### src/rtl/cpu_ctrl_pkg.sv
// Shared definitions for the multicycle controller: state encoding, ALU
// operation codes, opcode/funct values and the decoded instruction class.
package cpu_ctrl_pkg;

    typedef enum logic [2:0] {
        ST_FETCH  = 3'd0,
        ST_DECODE = 3'd1,
        ST_EXEC   = 3'd2,
        ST_MEM    = 3'd3,
        ST_WB     = 3'd4,
        ST_HALT   = 3'd5
    } state_e;

    localparam logic [2:0] ALU_AND  = 3'd0;
    localparam logic [2:0] ALU_OR   = 3'd1;
    localparam logic [2:0] ALU_ADD  = 3'd2;
    localparam logic [2:0] ALU_SLT  = 3'd3;
    localparam logic [2:0] ALU_ADDU = 3'd4;
    localparam logic [2:0] ALU_SLL  = 3'd5;
    localparam logic [2:0] ALU_SUB  = 3'd6;
    localparam logic [2:0] ALU_SLTU = 3'd7;

    localparam logic [5:0] OP_RTYPE = 6'h00;
    localparam logic [5:0] OP_BEQ   = 6'h04;
    localparam logic [5:0] OP_BNE   = 6'h05;
    localparam logic [5:0] OP_BGTZ  = 6'h07;
    localparam logic [5:0] OP_ADDI  = 6'h08;
    localparam logic [5:0] OP_LW    = 6'h23;
    localparam logic [5:0] OP_SW    = 6'h2B;

    localparam logic [5:0] FN_SLL  = 6'h00;
    localparam logic [5:0] FN_ADD  = 6'h20;
    localparam logic [5:0] FN_ADDU = 6'h21;
    localparam logic [5:0] FN_SUB  = 6'h22;
    localparam logic [5:0] FN_SUBU = 6'h23;
    localparam logic [5:0] FN_AND  = 6'h24;
    localparam logic [5:0] FN_OR   = 6'h25;
    localparam logic [5:0] FN_SLT  = 6'h2A;
    localparam logic [5:0] FN_SLTU = 6'h2B;

    typedef enum logic [3:0] {
        CLS_ADD, CLS_ADDU, CLS_SUB, CLS_SUBU, CLS_AND, CLS_OR, CLS_SLL,
        CLS_SLT, CLS_SLTU, CLS_ADDI, CLS_LW, CLS_SW, CLS_BEQ, CLS_BNE, CLS_BGTZ
    } instr_class_e;

    function automatic logic [2:0] alu_ctr_of(instr_class_e cls);
        logic [2:0] ctr;
        case (cls)
            CLS_AND:  ctr = ALU_AND;
            CLS_OR:   ctr = ALU_OR;
            CLS_SLT:  ctr = ALU_SLT;
            CLS_ADDU: ctr = ALU_ADDU;
            CLS_SLL:  ctr = ALU_SLL;
            CLS_SUB, CLS_SUBU, CLS_BEQ, CLS_BNE, CLS_BGTZ: ctr = ALU_SUB;
            CLS_SLTU: ctr = ALU_SLTU;
            default:  ctr = ALU_ADD;
        endcase
        return ctr;
    endfunction

    function automatic logic is_rtype(instr_class_e cls);
        return cls inside {CLS_ADD, CLS_ADDU, CLS_SUB, CLS_SUBU, CLS_AND,
                           CLS_OR, CLS_SLL, CLS_SLT, CLS_SLTU};
    endfunction

    function automatic logic is_branch(instr_class_e cls);
        return cls inside {CLS_BEQ, CLS_BNE, CLS_BGTZ};
    endfunction

    function automatic logic uses_imm(instr_class_e cls);
        return cls inside {CLS_ADDI, CLS_LW, CLS_SW};
    endfunction

    function automatic logic is_mem(instr_class_e cls);
        return cls inside {CLS_LW, CLS_SW};
    endfunction

endpackage

### src/rtl/multicycle_ctrl_if.sv
// Control bundle between the multicycle controller (master) and the
// datapath/memory side (slave).
interface multicycle_ctrl_if;

    logic [5:0]  op;
    logic [5:0]  fun;
    logic        equal;
    logic        sign;
    logic        mem_ready;

    logic        mem_req;
    logic        mem_wr;
    logic        i_or_d;
    logic        ir_wr;
    logic        pc_wr;
    logic        npc_sel;
    logic        reg_wr;
    logic        reg_dst;
    logic        alu_src;
    logic        ext_op;
    logic        mem_to_reg;
    logic [2:0]  alu_ctr;
    logic [2:0]  state;
    logic        halted;
    logic        illegal;
    logic        mem_err;
    logic [31:0] retired;

    modport master (
        input  op, fun, equal, sign, mem_ready,
        output mem_req, mem_wr, i_or_d, ir_wr, pc_wr, npc_sel, reg_wr,
               reg_dst, alu_src, ext_op, mem_to_reg, alu_ctr, state,
               halted, illegal, mem_err, retired
    );

    modport slave (
        output op, fun, equal, sign, mem_ready,
        input  mem_req, mem_wr, i_or_d, ir_wr, pc_wr, npc_sel, reg_wr,
               reg_dst, alu_src, ext_op, mem_to_reg, alu_ctr, state,
               halted, illegal, mem_err, retired
    );

endinterface

### src/rtl/instr_class_decode.sv
// Combinational opcode/funct decoder: maps an instruction to its class and
// flags anything outside the supported subset as not legal.
module instr_class_decode
    import cpu_ctrl_pkg::*;
(
    input  logic [5:0]   op_i,
    input  logic [5:0]   fun_i,
    output instr_class_e cls_o,
    output logic         legal_o
);

    always_comb begin
        cls_o   = CLS_ADD;
        legal_o = 1'b1;
        case (op_i)
            OP_RTYPE: begin
                case (fun_i)
                    FN_ADD:  cls_o = CLS_ADD;
                    FN_ADDU: cls_o = CLS_ADDU;
                    FN_SUB:  cls_o = CLS_SUB;
                    FN_SUBU: cls_o = CLS_SUBU;
                    FN_AND:  cls_o = CLS_AND;
                    FN_OR:   cls_o = CLS_OR;
                    FN_SLL:  cls_o = CLS_SLL;
                    FN_SLT:  cls_o = CLS_SLT;
                    FN_SLTU: cls_o = CLS_SLTU;
                    default: legal_o = 1'b0;
                endcase
            end
            OP_ADDI: cls_o = CLS_ADDI;
            OP_LW:   cls_o = CLS_LW;
            OP_SW:   cls_o = CLS_SW;
            OP_BEQ:  cls_o = CLS_BEQ;
            OP_BNE:  cls_o = CLS_BNE;
            OP_BGTZ: cls_o = CLS_BGTZ;
            default: legal_o = 1'b0;
        endcase
    end

endmodule

### src/rtl/multicycle_ctrl.sv
// Multicycle CPU control FSM (FETCH/DECODE/EXEC/MEM/WB/HALT) with memory
// wait timeout. Define PERF_CNT_EN to build the retired-instruction counter.
module multicycle_ctrl
    import cpu_ctrl_pkg::*;
#(
    parameter int unsigned MEM_TIMEOUT = 16
) (
    input  logic              clk,
    input  logic              rst,
    multicycle_ctrl_if.master bus
);

    localparam logic [7:0] WAIT_LAST = 8'(MEM_TIMEOUT - 1);

    state_e       state_q;
    instr_class_e cls_q;
    logic [7:0]   wait_q;
    logic         halted_q;
    logic         illegal_q;
    logic         mem_err_q;

    instr_class_e dec_cls;
    logic         dec_legal;
    logic         taken;
    logic         wait_expired;

    logic         mem_req, mem_wr, i_or_d, ir_wr, pc_wr, npc_sel;
    logic         reg_wr, reg_dst, alu_src, ext_op, mem_to_reg;
    logic [2:0]   alu_ctr;

    instr_class_decode u_decode (
        .op_i    (bus.op),
        .fun_i   (bus.fun),
        .cls_o   (dec_cls),
        .legal_o (dec_legal)
    );

    assign taken = ((cls_q == CLS_BEQ)  &&  bus.equal) ||
                   ((cls_q == CLS_BNE)  && !bus.equal) ||
                   ((cls_q == CLS_BGTZ) && !bus.equal && !bus.sign);

    // A ready arriving on the last allowed wait cycle still wins over the timeout.
    assign wait_expired = (wait_q == WAIT_LAST);

    always_ff @(posedge clk or posedge rst) begin
        if (rst) begin
            state_q   <= ST_FETCH;
            cls_q     <= CLS_ADD;
            wait_q    <= '0;
            halted_q  <= 1'b0;
            illegal_q <= 1'b0;
            mem_err_q <= 1'b0;
        end else begin
            case (state_q)
                ST_FETCH: begin
                    if (bus.mem_ready) begin
                        state_q <= ST_DECODE;
                    end else begin
                        wait_q <= wait_q + 8'd1;
                        if (wait_expired) begin
                            state_q   <= ST_HALT;
                            halted_q  <= 1'b1;
                            mem_err_q <= 1'b1;
                        end
                    end
                end
                ST_DECODE: begin
                    if (dec_legal) begin
                        cls_q   <= dec_cls;
                        state_q <= ST_EXEC;
                    end else begin
                        state_q   <= ST_HALT;
                        halted_q  <= 1'b1;
                        illegal_q <= 1'b1;
                    end
                end
                ST_EXEC: begin
                    wait_q <= '0;
                    if (is_mem(cls_q)) begin
                        state_q <= ST_MEM;
                    end else if (is_branch(cls_q)) begin
                        state_q <= ST_FETCH;
                    end else begin
                        state_q <= ST_WB;
                    end
                end
                ST_MEM: begin
                    if (bus.mem_ready) begin
                        wait_q <= '0;
                        if (cls_q == CLS_SW) begin
                            state_q <= ST_FETCH;
                        end else begin
                            state_q <= ST_WB;
                        end
                    end else begin
                        wait_q <= wait_q + 8'd1;
                        if (wait_expired) begin
                            state_q   <= ST_HALT;
                            halted_q  <= 1'b1;
                            mem_err_q <= 1'b1;
                        end
                    end
                end
                ST_WB: begin
                    wait_q  <= '0;
                    state_q <= ST_FETCH;
                end
                ST_HALT: begin
                    state_q <= ST_HALT;
                end
                default: begin
                    state_q  <= ST_HALT;
                    halted_q <= 1'b1;
                end
            endcase
        end
    end

    // Strobes are decoded from the current state; reset forces them all low.
    always_comb begin
        mem_req    = 1'b0;
        mem_wr     = 1'b0;
        i_or_d     = 1'b0;
        ir_wr      = 1'b0;
        pc_wr      = 1'b0;
        npc_sel    = 1'b0;
        reg_wr     = 1'b0;
        reg_dst    = 1'b0;
        alu_src    = 1'b0;
        ext_op     = 1'b0;
        mem_to_reg = 1'b0;
        alu_ctr    = 3'd0;
        if (!rst) begin
            case (state_q)
                ST_FETCH: begin
                    mem_req = 1'b1;
                    if (bus.mem_ready) begin
                        ir_wr = 1'b1;
                        pc_wr = 1'b1;
                    end
                end
                ST_EXEC: begin
                    alu_ctr = alu_ctr_of(cls_q);
                    alu_src = uses_imm(cls_q);
                    ext_op  = uses_imm(cls_q);
                    reg_dst = is_rtype(cls_q);
                    if (taken) begin
                        npc_sel = 1'b1;
                        pc_wr   = 1'b1;
                    end
                end
                ST_MEM: begin
                    alu_ctr = alu_ctr_of(cls_q);
                    mem_req = 1'b1;
                    i_or_d  = 1'b1;
                    mem_wr  = (cls_q == CLS_SW);
                end
                ST_WB: begin
                    alu_ctr    = alu_ctr_of(cls_q);
                    reg_wr     = 1'b1;
                    mem_to_reg = (cls_q == CLS_LW);
                    reg_dst    = is_rtype(cls_q);
                end
                default: ;
            endcase
        end
    end

    assign bus.mem_req    = mem_req;
    assign bus.mem_wr     = mem_wr;
    assign bus.i_or_d     = i_or_d;
    assign bus.ir_wr      = ir_wr;
    assign bus.pc_wr      = pc_wr;
    assign bus.npc_sel    = npc_sel;
    assign bus.reg_wr     = reg_wr;
    assign bus.reg_dst    = reg_dst;
    assign bus.alu_src    = alu_src;
    assign bus.ext_op     = ext_op;
    assign bus.mem_to_reg = mem_to_reg;
    assign bus.alu_ctr    = alu_ctr;
    assign bus.state      = state_q;
    assign bus.halted     = halted_q;
    assign bus.illegal    = illegal_q;
    assign bus.mem_err    = mem_err_q;

`ifdef PERF_CNT_EN
    logic [31:0] retired_q;
    logic        retire;

    assign retire = (state_q == ST_WB) ||
                    ((state_q == ST_MEM) && (cls_q == CLS_SW) && bus.mem_ready) ||
                    ((state_q == ST_EXEC) && is_branch(cls_q));

    always_ff @(posedge clk or posedge rst) begin
        if (rst) begin
            retired_q <= '0;
        end else if (retire) begin
            retired_q <= retired_q + 32'd1;
        end
    end

    assign bus.retired = retired_q;
`else
    assign bus.retired = '0;
`endif

endmodule

### src/flat_wrapper.sv
// flat-port wrapper written by rule: the top's interface ports become plain ports
module multicycle_ctrl_flat import cpu_ctrl_pkg::*;
#(
    parameter int unsigned MEM_TIMEOUT = 16
)
  (clk, rst, bus_op, bus_fun, bus_equal, bus_sign, bus_mem_ready, bus_mem_req, bus_mem_wr, bus_i_or_d, bus_ir_wr, bus_pc_wr, bus_npc_sel, bus_reg_wr, bus_reg_dst, bus_alu_src, bus_ext_op, bus_mem_to_reg, bus_alu_ctr, bus_state, bus_halted, bus_illegal, bus_mem_err, bus_retired);
  multicycle_ctrl_if bus_i ();
  input  logic clk;
  input  logic rst;
  input wire logic [$bits(bus_i.op)-1:0] bus_op;
  input wire logic [$bits(bus_i.fun)-1:0] bus_fun;
  input wire logic [$bits(bus_i.equal)-1:0] bus_equal;
  input wire logic [$bits(bus_i.sign)-1:0] bus_sign;
  input wire logic [$bits(bus_i.mem_ready)-1:0] bus_mem_ready;
  output wire logic [$bits(bus_i.mem_req)-1:0] bus_mem_req;
  output wire logic [$bits(bus_i.mem_wr)-1:0] bus_mem_wr;
  output wire logic [$bits(bus_i.i_or_d)-1:0] bus_i_or_d;
  output wire logic [$bits(bus_i.ir_wr)-1:0] bus_ir_wr;
  output wire logic [$bits(bus_i.pc_wr)-1:0] bus_pc_wr;
  output wire logic [$bits(bus_i.npc_sel)-1:0] bus_npc_sel;
  output wire logic [$bits(bus_i.reg_wr)-1:0] bus_reg_wr;
  output wire logic [$bits(bus_i.reg_dst)-1:0] bus_reg_dst;
  output wire logic [$bits(bus_i.alu_src)-1:0] bus_alu_src;
  output wire logic [$bits(bus_i.ext_op)-1:0] bus_ext_op;
  output wire logic [$bits(bus_i.mem_to_reg)-1:0] bus_mem_to_reg;
  output wire logic [$bits(bus_i.alu_ctr)-1:0] bus_alu_ctr;
  output wire logic [$bits(bus_i.state)-1:0] bus_state;
  output wire logic [$bits(bus_i.halted)-1:0] bus_halted;
  output wire logic [$bits(bus_i.illegal)-1:0] bus_illegal;
  output wire logic [$bits(bus_i.mem_err)-1:0] bus_mem_err;
  output wire logic [$bits(bus_i.retired)-1:0] bus_retired;
  assign bus_i.op = bus_op;
  assign bus_i.fun = bus_fun;
  assign bus_i.equal = bus_equal;
  assign bus_i.sign = bus_sign;
  assign bus_i.mem_ready = bus_mem_ready;
  assign bus_mem_req = bus_i.mem_req;
  assign bus_mem_wr = bus_i.mem_wr;
  assign bus_i_or_d = bus_i.i_or_d;
  assign bus_ir_wr = bus_i.ir_wr;
  assign bus_pc_wr = bus_i.pc_wr;
  assign bus_npc_sel = bus_i.npc_sel;
  assign bus_reg_wr = bus_i.reg_wr;
  assign bus_reg_dst = bus_i.reg_dst;
  assign bus_alu_src = bus_i.alu_src;
  assign bus_ext_op = bus_i.ext_op;
  assign bus_mem_to_reg = bus_i.mem_to_reg;
  assign bus_alu_ctr = bus_i.alu_ctr;
  assign bus_state = bus_i.state;
  assign bus_halted = bus_i.halted;
  assign bus_illegal = bus_i.illegal;
  assign bus_mem_err = bus_i.mem_err;
  assign bus_retired = bus_i.retired;
  multicycle_ctrl #(.MEM_TIMEOUT(MEM_TIMEOUT)) u_core (.clk(clk), .rst(rst), .bus(bus_i));
endmodule
### config.mk
export PLATFORM = sky130hd
export DESIGN_NAME = multicycle_ctrl_flat
export DESIGN_NICKNAME = d
export VERILOG_FILES = /design/src/rtl/cpu_ctrl_pkg.sv /design/src/rtl/multicycle_ctrl_if.sv /design/src/rtl/instr_class_decode.sv /design/src/rtl/multicycle_ctrl.sv /design/src/flat_wrapper.sv
export SDC_FILE = /design/constraint.sdc
export NUM_CORES = 1
export LEC_CHECK = 0
export CORE_MARGIN = 2
export CORE_UTILIZATION = 34
export DETAILED_ROUTE_END_ITERATION = 8
export GPL_ROUTABILITY_DRIVEN = 0
export PLACE_DENSITY = 0.74
export SYNTH_ARGS = -nofsm -noshare
export SYNTH_HDL_FRONTEND = slang
export SYNTH_SLANG_ARGS = --single-unit
### constraint.sdc
create_clock -name clk -period 2.2 [get_ports clk]
set_clock_uncertainty 0.2 [all_clocks]
set_input_delay 0.55 -clock clk [delete_from_list [all_inputs] [get_ports clk]]
set_output_delay 0.55 -clock clk [all_outputs]
set_load 0.02 [all_outputs]
==> results of run 1 <==
[cell usage in the layout, fill, tap and decap left out, drive strengths merged, types with 3 or more instances in the layout]
cell	count
a21o	7
a21oi	11
a31oi	3
and2	3
buf	77
clkbuf	8
clkdlybuf4s50	5
conb	32
dfrtp	18
dlygate4sd2	5
dlymetal6s2s	7
inv	8
mux2	4
nand2	11
nand2b	9
nand3	7
nor2	15
nor2b	6
nor3	10
nor3b	4
nor4	3
o21ai	12
or2	3
or3	3
xnor2	4
[final cells by class]
class                   instances  area, µm²
fillers                       414       1960
multi-input cells             179       1340
repair buffers                 99        828
flip-flops and latches         18        455
well taps                      67       83.8
clock buffers                   4       55.1
inverters                       8       30.0
[cells by family (layout without fill, tap and decap cells)]
group	Yosys count	in the layout
AO/OA/AOI/OAI	52	52
XOR/XNOR	4	4
adder cells (fa/ha/maj)	1	1
buffers and inverters	50	111
flip-flops	18	18
multiplexers	6	6
other	1	32
AND/OR/NAND/NOR	84	84
[per-layer routing]
metal,GRT usage [%],up-vias,wire [µm]
li1,-,894,-
met1,21.4,883,2030
met2,31.7,76,2570
met3,1.22,9,253
met4,4.37,0,93
met5,0,-,0
[synth_stat cells, types with 2 or more instances]
cell type | count | area [µm²]
buf_4 | 33 | 248
dfrtp_1 | 18 | 450
nor2_1 | 15 | 56.3
o21ai_0 | 12 | 60.1
a21oi_1 | 11 | 55.1
nand2_1 | 11 | 41.3
nor3_1 | 10 | 50.1
clkbuf_1 | 9 | 33.8
nand2b_1 | 9 | 56.3
inv_1 | 8 | 30.0
a21o_1 | 7 | 52.6
nand3_1 | 7 | 35.0
nor2b_1 | 6 | 37.5
nor3b_1 | 4 | 30.0
xnor2_1 | 4 | 35.0
a31oi_1 | 3 | 18.8
and2_1 | 3 | 18.8
mux2_1 | 3 | 33.8
nor4_1 | 3 | 18.8
or2_2 | 3 | 18.8
or3_1 | 3 | 18.8
a2111oi_0 | 2 | 17.5
a211o_1 | 2 | 17.5
mux2i_1 | 2 | 20.0
nand4_1 | 2 | 12.5
o21bai_1 | 2 | 15.0
o311ai_0 | 2 | 17.5
o31ai_1 | 2 | 15.0
[stage by stage]
step	instances	power, µW
final	375	796
after global routing	375	831
after CTS	370	789
after detailed placement	363	521
after global placement	363	519
after floorplan	247	478
[flip-flops by register name (all words and copies together), names as in the netlist]
name	count
u_core.bus.mem_err	1
u_core.bus.halted	1
u_core.cls_q	4
u_core.bus.illegal	1
u_core.bus.state	3
u_core.wait_q	8
[power breakdown]
group          internal (µW)  switching, µW
sequential               333           2.55
combinational           71.7            121
clock                    159            109
total                    564            232
[path summary, 6_finish.rpt]
path                                          start                   to  slack [ns]  depth (start not counted)
max in group asynchronous                       rst      u_core.cls_q[1]        1.25                          4
worst min-delay path             u_core.bus.mem_err   u_core.bus.mem_err        0.27                          1
worst max-delay path                u_core.cls_q[1]            bus_pc_wr       -0.22                          6
worst max register to register  u_core.bus.state[0]  u_core.bus.state[2]        0.08                          7
min in group asynchronous                       rst     u_core.wait_q[4]        0.33                          4
worst min register to register   u_core.bus.mem_err   u_core.bus.mem_err        0.27                          1
[critical path, cell delays in order (launching register included)]
cell     delay [ns]
dfrtp_2        0.44
buf_6          0.12
mux2_4         0.30
a21oi_4        0.14
nor3b_4        0.06
or2_4          0.23
buf_6          0.13
[timing repair]
item,CTS,global route
setup buffers,3,5
gates resized for setup,118,45
pin swaps,19,12
setup endpoints to repair,24,22
endpoints found under the hold margin,0,0
==> results.py, run 1 <==
metrics = {
    "yosys": {
        "synth_edf_count": 0,
        "synthCells": 216,
        "synth_top_family_by_area": "simple AND/OR/NAND/NOR gates",
        "syn_area_um2": 1680,
        "synth_simple_gate_area_share_pct": 27.3,
        "avgSynthCellArea_um2": 7.80,
        "synth_fa_ha_area_share_pct": 0.743,
        "ys.flop_type": "dfrtp_1",
        "synth_compound_gate_area_share_pct": 20.5,
        "seq_area_frac_synth_pct": 26.7,
        "synth_seq_cells": 18,
        "yosys.cell_types.count": 48,
        "synth.area.mux_share_pct": 3.86,
        "ys_async_sr_fraction_pct": 100,
        "synth-xor-area-share_pct": 2.08,
        "yosys_warnings": 0,
    },
    "global_routing": {
        "track_usage_pct": 17.1,
        "antenna_found_initial": 0,
        "grt_overflow": 0,
        "grt_pass1_wl_um": 7580,
        "grt_max_degree": 19,
        "first_global_vias": 1681,
    },
    "routing": {
        "detail-route-antenna-nets": 0,
        "via_per_inst": 4.97,
        "drt-initial-drc-count": 159,
        "vias": 1862,
        "wl_per_cell_um": 13.2,
        "dr.pass1.iters": 4,
        "drt-total-wl_um": 4950,
        "drcViolationCount": 0,
    },
    "final_layout": {
        "drive_gt1_share_pct": 42.9,
        "antennaDiodeCount": 0,
        "utilization_pct": 58.7,
        "nets": 327,
        "syn2layout_area_growth_pct": 65.8,
        "design_area_um2": 2790,
    },
    "clocking": {
        "cts_buffers": 3,
        "max-clock-path-buffers": 2,
        "clkTransAtPathRegs_ns": 0.07,
        "tritoncts": "done",
        "root_buffer": "clkbuf_8",
        "clkSinkCount": 18,
        "ctsHoldBuffers": 0,
        "htreeDepth": 1,
        "clock_latency_ns": 0.26,
    },
    "sta": {
        "slew_headroom_pct": 60.4,
        "layout_min_cycle_time_ns": 2.42,
        "hold_violations": 0,
        "finalCritPeriodShare_pct": 110,
        "fin_ws_ns": -0.218,
        "tns_ns": -0.875,
        "hold_ws_ns": 0.270,
        "rsz0062_at_grt": "yes",
        "tightest_slew_ns": 0.589,
        "setup_viol": 10,
        "maxSlewViolCount": 0,
        "max_freq_ghz": 0.413,
    },
    "run_status": {
        "run_status": "complete, but fails checks",
        "violations": "setup timing",
    },
    "pwr": {
        "leakage_uw": 0.00134,
        "vdd_drop_max_mv": 0.183,
        "powerDensity_nw_per_um2": 285,
    },
    "critical_path": {
        "crit_path_end_kind": "primary output",
        "cp_data_arrival_time_ns": 1.67,
        "critPathKind": "flop to primary output",
        "start_kind": "flop",
        "required_ns": 1.45,
        "crit_path_max_fanout": 4,
    },
    "floorplan": {
        "coreArea_um2": 4750,
        "start_util_pct": 35.4,
        "num_io_pins": 69,
        "die_y_um": 74.4,
        "rows": 25,
        "dieArea_um2": 5530,
        "dieWidth_um": 74.4,
    },
    "flow_run": {
        "max_cap_violations": 0,
    },
    "placed_design": {
        "port-buffer-count": 36,
        "hpwl_um": 3290,
        "place_area_um2": 2450,
        "place_ws_ns": -1.03,
    },
    "hold_path": {
        "min_path_type": "flop to flop",
    },
}
No activity file was read; power rests on OpenSTA's default activity.
==> inputs of run 2 (changes only) <==
Settings changed: CTS_CLUSTER_SIZE from default to 10.
==> results of run 2 <==
No change in the layout: final DEF, timing and power equal those of run 1.
==> inputs of run 3 (changes only) <==
Settings changed: CORE_UTILIZATION 34 to 43, PLACE_DENSITY 0.74 to 0.88, SKIP_LAST_GASP from default to 1.
==> results.py, run 3 (synthesis gave the netlist of run 1 again) <==
metrics = {
    "clocking": {
        "htreeDepth": 1,
        "tritoncts": "done",
        "clock_latency_ns": 0.26,
        "clkSinkCount": 18,
        "max-clock-path-buffers": 2,
        "ctsHoldBuffers": 0,
        "clkTransAtPathRegs_ns": 0.07,
        "cts_buffers": 3,
        "root_buffer": "clkbuf_8",
    },
    "floorplan": {
        "start_util_pct": 45.3,
        "coreArea_um2": 3720,
        "rows": 22,
        "num_io_pins": 69,
        "die_y_um": 66.6,
        "dieArea_um2": 4430,
        "dieWidth_um": 66.6,
    },
    "routing": {
        "via_per_inst": 5.47,
        "wl_per_cell_um": 16.9,
        "drcViolationCount": 0,
        "detail-route-antenna-nets": 0,
        "drt-total-wl_um": 6160,
        "drt-met1-wl_um": 2470,
        "wl_met2_um": 3030,
        "dr.pass1.iters": 4,
        "routed.top_layer": "met4",
        "vias": 1992,
        "drt-initial-drc-count": 158,
        "wl_met3_um": 408,
    },
    "sta": {
        "max_freq_ghz": 0.408,
        "finalCritPeriodShare_pct": 111,
        "hold_ws_ns": 0.285,
        "setup_viol": 10,
        "fin_ws_ns": -0.250,
        "layout_min_cycle_time_ns": 2.45,
        "rsz0062_at_grt": "yes",
        "maxSlewViolCount": 0,
        "hold_violations": 0,
    },
    "final_layout": {
        "ff_latch_area_um2": 458,
        "mostFrequentLayoutCells": "65 x buf_4, 32 x conb_1, 17 x buf_6",
        "largest_reg_flops": 8,
        "nets": 335,
        "antennaDiodeCount": 0,
        "syn2layout_area_growth_pct": 68.8,
        "drive_gt1_share_pct": 45.3,
        "n_fill_cell": 220,
        "multi_input_area_um2": 1330,
        "regMostFlops": "u_core.wait_q",
        "final_common_cell": "buf_4",
    },
    "global_routing": {
        "grt_pass1_wl_um": 8740,
        "first_global_vias": 1860,
        "antenna_found_initial": 0,
        "grt_max_degree": 19,
        "grt_overflow": 0,
        "track_usage_pct": 25.7,
    },
    "pwr": {
        "leakage_uw": 0.00137,
        "powerDensity_nw_per_um2": 285,
        "vdd_drop_max_mv": 0.232,
    },
    "critical_path": {
        "cp_data_arrival_time_ns": 1.70,
        "critPathKind": "flop to primary output",
        "crit_path_max_fanout": 4,
        "start_kind": "flop",
        "crit_path_end_kind": "primary output",
        "required_ns": 1.45,
    },
    "placed_design": {
        "port-buffer-count": 36,
        "hpwl_um": 3350,
        "place_ws_ns": -1.05,
    },
    "hold_path": {
        "min_path_type": "flop to flop",
    },
    "run_status": {
        "run_status": "complete, but fails checks",
        "violations": "setup timing",
    },
    "flow_run": {
        "max_cap_violations": 0,
    },
}
## run 3: where the power goes
group          internal, µW  switching (µW)
Combinational          72.2             123
Sequential              333            3.21
Clock                   159             119
Total                   565             246
## run 3: repair_timing
item | in CTS | in global routing
resized for setup | 132 | 44
buffers inserted | 10 | 10
cloned | 0 | 0
setup endpoints to repair | 24 | 23
pin swaps | 22 | 19
## run 3: routing by layer
metal  vias to the layer above  track usage, %
met1                       943            30.3
li1                        910               -
met5                         -               0
met2                       115            45.9
met3                        24            4.56
met4                         0            10.2
## run 3: area by class of cell
cell class	instances	share of cell area (%)
timing repair buffer	107	32.0
clock buffer	4	1.94
inverter	8	1.06
sequential	18	16.1
tap	48	2.11
multi-input combinational	179	46.8
## run 3: worst paths after layout
| kind | slack, ns | cells after the start | end | start |
|---|---|---|---|---|
| min reg2reg | 0.28 | 1 | u_core.bus.mem_err | u_core.bus.mem_err |
| max reg2reg | 0.01 | 10 | u_core.bus.state[1] | u_core.cls_q[1] |
| max in group asynchronous | 1.08 | 4 | u_core.cls_q[0] | rst |
| min in group asynchronous | 0.51 | 4 | u_core.wait_q[0] | rst |
| min | 0.28 | 1 | u_core.bus.mem_err | u_core.bus.mem_err |
| max | -0.25 | 6 | bus_pc_wr | u_core.cls_q[1] |
## run 3: critical path, cell delays in order, from the launching register on
cell and delay (ns):
dfrtp_2 0.43, buf_6 0.13, mux2_4 0.31, a21oi_4 0.14, nor3b_4 0.07, or2_4 0.23, buf_6 0.13
## run 3: metrics by stage
step                      cell area, µm²  std cells  total power [µW]  utilization (%)  setup TNS, ns
after detailed placement            2400        341               519             64.6         -12.89
final                               2840        364               811             76.5          -1.26
after global routing                2840        364               848             76.5          -1.79
after global placement              2400        341               515             64.6         -12.46
after CTS                           2690        355               801             72.3         -0.976
after floorplan                     1880        247               478                -         -0.404
